--- config.mk ---
export PLATFORM = sky130hd
export DESIGN_NAME = quick_mem_arbiter
export DESIGN_NICKNAME = d
export VERILOG_FILES = /design/src/rtl/quick_cpu_pkg.sv /design/src/rtl/quick_mem_prio.sv /design/src/rtl/quick_mem_arbiter.sv
export SDC_FILE = /design/constraint.sdc
export NUM_CORES = 1
export LEC_CHECK = 0
export CAP_MARGIN = 5
export CORE_MARGIN = 3
export CORE_UTILIZATION = 46
export DETAILED_ROUTE_END_ITERATION = 8
export PLACE_DENSITY = 0.9
export SYNTH_ARGS = -nofsm -noshare
export SYNTH_HDL_FRONTEND = slang
export SYNTH_HIERARCHICAL = 1
export SYNTH_SLANG_ARGS = --single-unit
export TNS_END_PERCENT = 5
--- constraint.sdc ---
create_clock -name clk -period 3.9 [get_ports clk]
set_clock_uncertainty 0.05 [all_clocks]
set_input_delay 0.585 -clock clk [delete_from_list [all_inputs] [get_ports clk]]
set_output_delay 0.585 -clock clk [all_outputs]
set_load 0.01 [all_outputs]
--- src/rtl/quick_cpu_pkg.sv ---
// Shared types for the quick CPU memory path: arbiter state and transaction owner
// encodings, default bus widths and a counter-width helper.
package quick_cpu_pkg;

  localparam int ADDR_W_DEF = 8;
  localparam int DATA_W_DEF = 8;

  typedef enum logic [1:0] {
    ST_IDLE   = 2'd0,
    ST_ACCESS = 2'd1,
    ST_RESP   = 2'd2
  } state_t;

  typedef enum logic {
    OWN_F = 1'b0,
    OWN_D = 1'b1
  } owner_t;

  // Bits needed to hold the values 0..max_val, never less than one.
  function automatic int cnt_width(input int max_val);
    return (max_val < 2) ? 1 : $clog2(max_val + 1);
  endfunction

endpackage

--- src/rtl/quick_mem_prio.sv ---
// Fetch/data tie-break for the memory arbiter: data normally wins, but fetch is forced
// through once it has lost STARVE_LIMIT consecutive grants while still requesting.
module quick_mem_prio
  import quick_cpu_pkg::*;
#(
  parameter int STARVE_LIMIT = 3
) (
  input  logic clk,
  input  logic rst_n,
  input  logic arb_en,
  input  logic f_req,
  input  logic d_req,
  output logic f_win,
  output logic d_win
);

  localparam int SW = cnt_width(STARVE_LIMIT);
  localparam logic [SW-1:0] LIMIT = SW'(STARVE_LIMIT);

  logic [SW-1:0] starve_cnt;
  logic          starved;

  assign starved = (starve_cnt >= LIMIT);

  always_comb begin
    f_win = arb_en && f_req && (!d_req || starved);
    d_win = arb_en && d_req && !(f_req && starved);
  end

  // Counts data grants taken while fetch was waiting; any fetch grant or a
  // withdrawn fetch request starts the count over.
  always_ff @(posedge clk or negedge rst_n) begin
    if (!rst_n) begin
      starve_cnt <= '0;
    end else if (d_win && f_req) begin
      if (!starved) starve_cnt <= starve_cnt + 1'b1;
    end else if (f_win || !f_req) begin
      starve_cnt <= '0;
    end
  end

endmodule

--- src/rtl/quick_mem_arbiter.sv ---
// Sole master of the external memory port: grants fetch or data in IDLE, drives the
// address/strobe for RD_LATENCY+1 cycles, samples read data and pulses the owner's rvalid.
module quick_mem_arbiter
  import quick_cpu_pkg::*;
#(
  parameter int ADDR_W       = ADDR_W_DEF,
  parameter int DATA_W       = DATA_W_DEF,
  parameter int RD_LATENCY   = 1,
  parameter int STARVE_LIMIT = 3
) (
  input  logic              clk,
  input  logic              rst_n,
  input  logic              f_req,
  input  logic [ADDR_W-1:0] f_addr,
  output logic              f_gnt,
  output logic              f_rvalid,
  output logic [DATA_W-1:0] f_rdata,
  input  logic              d_req,
  input  logic              d_we,
  input  logic [ADDR_W-1:0] d_addr,
  input  logic [DATA_W-1:0] d_wdata,
  output logic              d_gnt,
  output logic              d_rvalid,
  output logic [DATA_W-1:0] d_rdata,
  output logic [ADDR_W-1:0] mem_addr,
  output logic              mem_rd,
  output logic              mem_wr,
  output logic [DATA_W-1:0] mem_wdata,
  input  logic [DATA_W-1:0] mem_rdata,
  output logic              busy
);

  localparam int LW = cnt_width(RD_LATENCY);
  localparam logic [LW-1:0] LAT_INIT = LW'(RD_LATENCY);

  state_t        state;
  owner_t        owner;
  logic [LW-1:0] lat_cnt;
  logic          f_win;
  logic          d_win;

  quick_mem_prio #(
    .STARVE_LIMIT(STARVE_LIMIT)
  ) u_prio (
    .clk   (clk),
    .rst_n (rst_n),
    .arb_en(state == ST_IDLE),
    .f_req (f_req),
    .d_req (d_req),
    .f_win (f_win),
    .d_win (d_win)
  );

  // Grants are visible outputs only; gating them with rst_n keeps them low while
  // reset is held without routing the reset into any flop's data path.
  assign f_gnt = f_win && rst_n;
  assign d_gnt = d_win && rst_n;
  assign busy  = (state != ST_IDLE);

  always_ff @(posedge clk or negedge rst_n) begin
    if (!rst_n) begin
      state     <= ST_IDLE;
      owner     <= OWN_F;
      lat_cnt   <= '0;
      mem_addr  <= '0;
      mem_rd    <= 1'b0;
      mem_wr    <= 1'b0;
      mem_wdata <= '0;
      f_rvalid  <= 1'b0;
      d_rvalid  <= 1'b0;
      f_rdata   <= '0;
      d_rdata   <= '0;
    end else begin
      f_rvalid <= 1'b0;
      d_rvalid <= 1'b0;
      case (state)
        ST_IDLE: begin
          if (d_win) begin
            state     <= ST_ACCESS;
            owner     <= OWN_D;
            lat_cnt   <= LAT_INIT;
            mem_addr  <= d_addr;
            mem_rd    <= !d_we;
            mem_wr    <= d_we;
            mem_wdata <= d_we ? d_wdata : '0;
          end else if (f_win) begin
            state     <= ST_ACCESS;
            owner     <= OWN_F;
            lat_cnt   <= LAT_INIT;
            mem_addr  <= f_addr;
            mem_rd    <= 1'b1;
            mem_wr    <= 1'b0;
            mem_wdata <= '0;
          end
        end
        ST_ACCESS: begin
          if (lat_cnt == '0) begin
            state     <= ST_RESP;
            mem_addr  <= '0;
            mem_rd    <= 1'b0;
            mem_wr    <= 1'b0;
            mem_wdata <= '0;
            // Writes complete without touching the requester's read register.
            if (owner == OWN_F) begin
              f_rvalid <= 1'b1;
              if (!mem_wr) f_rdata <= mem_rdata;
            end else begin
              d_rvalid <= 1'b1;
              if (!mem_wr) d_rdata <= mem_rdata;
            end
          end else begin
            lat_cnt <= lat_cnt - 1'b1;
          end
        end
        ST_RESP: begin
          state <= ST_IDLE;
        end
        default: begin
          state <= ST_IDLE;
        end
      endcase
    end
  end

endmodule

==> results of run 1 <==
## flip-flops by register name, summed over array words and instances, names as in the netlist
signal and count:
mem_rd 1, d_rdata 8, state 2, lat_cnt 1
u_prio/starve_cnt 2, owner 1, d_rvalid 1, mem_wr 1
f_rdata 8, mem_wdata 8, mem_addr 8, f_rvalid 1
## logic make-up (layout without fill, tap and decap cells)
logic type,after synthesis,in the layout,share of synthesized area (%)
AOI/OAI and AO/OA,21,21,9.15
adders and majority gates,1,1,0.667
buffers and inverters,10,87,3.00
DFF,42,42,56.1
muxes,29,29,17.1
and+or+nand+nor,39,39,14.0
## cell type report
type | instances | share of cell area [%]
Sequential cell | 42 | 38.4
Tap cell | 48 | 2.19
Timing Repair Buffer | 78 | 28.0
Multi-Input combinational cell | 90 | 28.0
Inverter | 3 | 0.411
Clock buffer | 6 | 3.01
## cell usage in the layout, fill, tap and decap left out, types with 5 or more instances in the layout
cell / synthesis / layout
dfrtp_1: 42 / 42
clkdlybuf4s50_1: 0 / 74
mux2i_1: 5 / 5
clkbuf_8: 0 / 6
mux2_2: 24 / 24
nor2_1: 5 / 5
nand2_1: 6 / 6
and3_1: 8 / 8
## worst paths after layout
| check | from | end | slack, ns | cells past startpoint |
|---|---|---|---|---|
| worst max-delay path | state[0] | f_gnt | 0.99 | 6 |
| worst min-delay path | rst_n | mem_addr[2] | 0.18 | 1 |
| worst max register to register | state[0] | mem_wdata[5] | 1.37 | 7 |
| worst min register to register | mem_addr[5] | mem_addr[5] | 0.43 | 1 |
| max in group asynchronous | rst_n | u_prio/starve_cnt[1] | 2.94 | 2 |
| min in group clk | mem_addr[5] | mem_addr[5] | 0.43 | 1 |
## synthesized netlist by cell type, drive strengths merged
cell type,instances
dfrtp,42
mux2,24
and3,8
nand2,6
buf,5
mux2i,5
nor2,5
nor4,5
a21o,4
and2,4
a22o,3
a22oi,3
inv,3
nor3,3
o2bb2ai,3
a21oi,2
clkbuf,2
nand2b,2
nor2b,2
o21a,2
a211o,1
a211oi,1
a21boi,1
and2b,1
and4bb,1
ha,1
nand4b,1
nor4b,1
o21ai,1
## routing by layer
metal  share of wire [%]  global-route usage (%)  vias up
met5                   0                       0        -
met4                 1.2                    5.96        0
met3                 8.9                    7.97        4
met2                  46                    28.1       55
met1                  44                    25.0      674
li1                    -                       -      668
## per-stage QoR
step	util, %	worst slack (ns)
6_report	72.1	0.991
5_1_grt	72.1	0.838
4_1_cts	72.1	0.955
3_5_place_dp	70.0	1.01
3_3_place_gp	70.0	1.11
2_1_floorplan	-	1.54
## power by group through the flow
stage          Clock, mW  Sequential, mW  Combinational, mW
2_1_floorplan          0           0.788              0.543
3_3_place_gp           0           0.767               1.01
3_5_place_dp           0           0.772               1.03
4_1_cts            0.278           0.769               1.03
5_1_grt            0.297           0.797               1.10
6_report           0.266           0.767               1.02
==> key figures, run 1 <==
Worst setup path
  – Buf/Inv on CP: 2
  – Worst path cell trace: nor2_1, buf_4, nand2_1, a21oi_1, and2_1, clkdlybuf4s50_1
  – Worst path max stage delay: 0.53 ns
  – Critical path arrival: 2.27 ns
  – Crit path kind: reg -> out
  – CP max FO: 11
  – Critical path launch point type: flip-flop
  – Worst Path Required: 3.26 ns
  – CP endpoint kind: output port
  – CP max stage cell: clkdlybuf4s50_1
  – Crit-path leading delay family: buffers and inverters

Power
  – Clk network pwr share: 13.0%
  – Leak: 1.22 nW
  – Pwr dens: 750 nW/um^2
  – Comb pwr share: 49.7%
  – Sw frac: 34.7%
  – Power, Total: 2.05 mW
  – Flop pwr share: 37.3%
  – Highest ir drop seen on vdd: 0.481 mV
  – Pint: 1.34 mW
  – Sw Pwr: 0.713 mW

Global route
  – First-pass GRT wire length: 7320 um
  – Largest net degree at the start of global routing: 26
  – GRT Util Overall: 18.9%
  – Global route total overflow: 0
  – Vias in the first global route: 1468
  – Initial antenna violation count: 0

Placed design
  – Number of port buffers: 75
  – Routability cong.: 0.749
  – Placed Area: 2660 sq um
  – Dpl hpwl: 3140 um
  – Total placed cells including tap cells: 261

Clocking
  – Worst skew pair latency: 0.28 ns
  – Hold buffers post-CTS: 0
  – PostCTS Resize Cnt: 0
  – CTS Buf Count: 5
  – CTS root buf: clkbuf_8
  – H-tree depth: 2
  – Clock buffer depth: 2
  – Clock sinks: 42
  – Clk slew on worst S/H paths: 0.07 ns
  – TritonCTS clock tree: done
  – Post-CTS Setup Bufs: 0

Floorplanning
  – Die width: 69.8 um
  – Die Y: 69.8 um
  – # IOs: 76
  – Row cnt: 22
  – Die area: 4880 sq um
  – Starting Density: 49.3%
  – Core area: 3800 sq um

Synthesis
  – Top cells by area, synth: dfrtp_1, mux2_2, and3_1, mux2i_1, a21o_1
  – Post-synth top area cell: dfrtp_1
  – Syn. warnings: 6
  – Sequential cell area fraction in the yosys report: 56.1%
  – Syn Inst Count: 142
  – Post-Syn Nets: 180
  – Netlist area before placement: 1870 sq um
  – Synth unique cells: 32
  – Area fraction of the dominant cell type after synthesis: 56.1%
  – FF+latch count, synth: 42
  – Avg Inst Size Synth: 13.2 sq um

Route
  – Via count: 1401
  – Vias per cell: 5.25
  – Final ANT Viol Nets: 0
  – First-pass DRT Iterations: 4
  – Number of remaining DRC errors: 0
  – Routed WL: 4320 um
  – WL per Instance: 16.2 um
  – Drt initial violations: 60

STA
  – RSZ-0062 raised after global routing: no
  – Tcrit/Tclk final: 74.6%
  – Worst Tran Pin Value: 0.621 ns
  – Final setup viols: 0
  – Hold WS: 0.178 ns
  – Final Slew Violations: 0
  – Final hold vios: 0
  – Max_slew headroom: 58.4%
  – Min Tclk post-route: 2.91 ns
  – Fmax: 344 MHz
  – Total Neg Setup Slack: 0 ns

Cells and area
  – Sequential cell area: 1050 sq um
  – Post-Layout Cell Count: 267
  – Layout cells sized above 1: 17.4%
  – Footprint of the multi-input gates: 767 sq um
  – Fillcell total: 282
  – Nets: 258
  – Area added between synthesis and finish: 46.2%
  – Design Area, Final: 2740 sq um
  – # diodes: 0

Hold path
  – HP Class: in -> async

Job
  – Max-Cap Viols: 0

Run status
  – Status: completed
Power figures use the tool's default switching activity.
==> inputs of run 2 (changes only) <==
CORE_UTILIZATION = 43   (was 46)
PLACE_DENSITY = 0.85   (was 0.9)
clock period = 2.9 ns   (was 3.9 ns; I/O delays follow)
==> run 2 against run 1 <==
Utilization fell by 4.5 points. Largest power group unchanged. Critical path type unchanged. Non-clock buffer count is 1 higher. Sequential share of layout area decreased by 0.59 points.
==> key figures, run 2 (synthesis results as in run 1) <==
Run status
  – Status: completed

Worst setup path
  – R2r setup slk: 0.48 ns
  – Reg2reg start: state[1]
  – Critical path arrival: 2.19 ns
  – Worst Path Required: 2.41 ns
  – Critical path launch point type: flip-flop
  – Critical R2R Capture: mem_wdata[3]
  – CP endpoint kind: output port
  – R2R cell count: 6
  – CP max FO: 10
  – Crit path kind: reg -> out

Power
  – Comb pwr share: 48.5%
  – Sw Pwr: 0.958 mW
  – Leak: 1.24 nW
  – Clk network pwr share: 16.1%
  – Sw frac: 33.5%
  – Pwr dens: 1030 nW/um^2
  – Highest ir drop seen on vdd: 0.557 mV
  – Pint: 1.91 mW
  – Flop pwr share: 35.4%

Route
  – First-pass DRT Iterations: 4
  – Number of remaining DRC errors: 0
  – Final ANT Viol Nets: 0
  – Routed WL: 4230 um
  – Via count: 1401
  – WL per Instance: 15.6 um
  – Drt initial violations: 42
  – Vias per cell: 5.17

Clocking
  – Hold buffers post-CTS: 0
  – Worst skew pair latency: 0.28 ns
  – CTS root buf: clkbuf_8
  – Clock sinks: 42
  – Clk slew on worst S/H paths: 0.08 ns
  – TritonCTS clock tree: done
  – Clock buffer depth: 2
  – CTS Buf Count: 5
  – H-tree depth: 2

STA
  – Final hold vios: 0
  – Tcrit/Tclk final: 92.4%
  – Final Slew Violations: 0
  – Final setup viols: 0
  – RSZ-0062 raised after global routing: no
  – Hold WS: 0.0194 ns
  – Worst Tran Pin Value: 0.621 ns
  – Max_slew headroom: 58.3%
  – Fmax: 373 MHz
  – Total Neg Setup Slack: 0 ns
  – PnR worst setup slack: 0.220 ns
  – Min Tclk post-route: 2.68 ns

Cells and area
  – Commonest non-fill, non-tap cell in the layout: clkdlybuf4s50_1
  – Nets: 259
  – Layout cells sized above 1: 18.6%
  – Commonest cells after routing, fill and taps aside: clkdlybuf4s50_1, dfrtp_1, mux2_2
  – # diodes: 0
  – Fillcell total: 316
  – Area added between synthesis and finish: 48.5%

Floorplanning
  – # IOs: 76
  – Starting Density: 45.5%
  – Row cnt: 23
  – Die width: 72.0 um
  – Die Y: 72.0 um
  – Core area: 4120 sq um
  – Die area: 5190 sq um

Hold path
  – HP Class: in -> async

Placed design
  – Routability cong.: 0.793
  – Number of port buffers: 75
  – Dpl hpwl: 3130 um
  – Setup WS pre-CTS: 0.290 ns

Global route
  – GRT Util Overall: 16.9%
  – Vias in the first global route: 1461
  – GR Layer Usage met2: 26.8%
  – GR peak layer: met2
  – First-pass GRT wire length: 6950 um
  – Initial antenna violation count: 0
  – Largest net degree at the start of global routing: 28
  – GRT met1 Usage: 22.4%
  – Met3 GRT Util: 5.82%
  – Global route total overflow: 0

Job
  – Max-Cap Viols: 0
## run 2: changes by cell type in the layout (fill, tap and decap cells not counted)
cell       delta
buf_4         +1
bufinv_16     +1
nor2_1        -1
nor2_2        +1
## run 2: repair_timing
action | 4_1_cts | 5_1_grt
endpoints found under the setup margin | 0 | 1
setup buffers | 0 | 0
resized for setup | 0 | 1
## run 2: power groups by stage
stage	Sequential (mW)	Clock (mW)	Combinational, mW
2_1_floorplan	1.06	0	0.730
3_3_place_gp	1.01	0	1.38
3_5_place_dp	1.02	0	1.40
4_1_cts	1.01	0.473	1.41
5_1_grt	1.05	0.501	1.49
6_report	1.01	0.461	1.39
## run 2: critical path, cell delays in order (launching register included)
cell and delay, ns:
dfrtp_1 0.53, nor2_2 0.27, nand2_1 0.08, a21oi_1 0.33, and2_1 0.18, clkdlybuf4s50_1 0.52
## run 2: cell type report
| cell class | count | area, sq um | area share (%) |
|---|---|---|---|
| inverter | 3 | 11.3 | 0.405 |
| sequential | 42 | 1050 | 37.8 |
| multi-input combinational | 90 | 769 | 27.7 |
| tap | 50 | 62.6 | 2.25 |
| clock inverter | 1 | 30.0 | 1.08 |
| clock buffer | 6 | 82.6 | 2.97 |
| timing repair buffer | 79 | 776 | 27.9 |
## run 2: worst max path at each step
stage                         from           end  slack [ns]  depth (start not counted)
final                     state[1]         f_gnt        0.22                          5
after global routing      state[1]         f_gnt        0.08                          5
after CTS                 state[1]         f_gnt        0.14                          5
after detailed placement     f_req  mem_wdata[3]        0.29                          6
after global placement       f_req  mem_wdata[1]        0.36                          6
after floorplan           state[1]  mem_wdata[0]        0.54                          7
## run 2: routing by layer
metal | part of all wire (%) | vias up | wire length (um)
li1 | - | 665 | -
met1 | 44 | 677 | 1880
met2 | 45 | 55 | 1920
met3 | 9.4 | 4 | 397
met4 | 0.64 | 0 | 27
met5 | 0 | - | 0
## run 2: metrics by stage
stage / cells / total power [mW] / instance area [sq um] / utilization, %
6_report: 271 / 2.86 / 2780 / 67.6
5_1_grt: 271 / 3.04 / 2780 / 67.6
4_1_cts: 271 / 2.89 / 2780 / 67.6
3_5_place_dp: 264 / 2.42 / 2670 / 64.8
3_3_place_gp: 264 / 2.39 / 2670 / 64.8
2_1_floorplan: 142 / 1.79 / 1870 / -
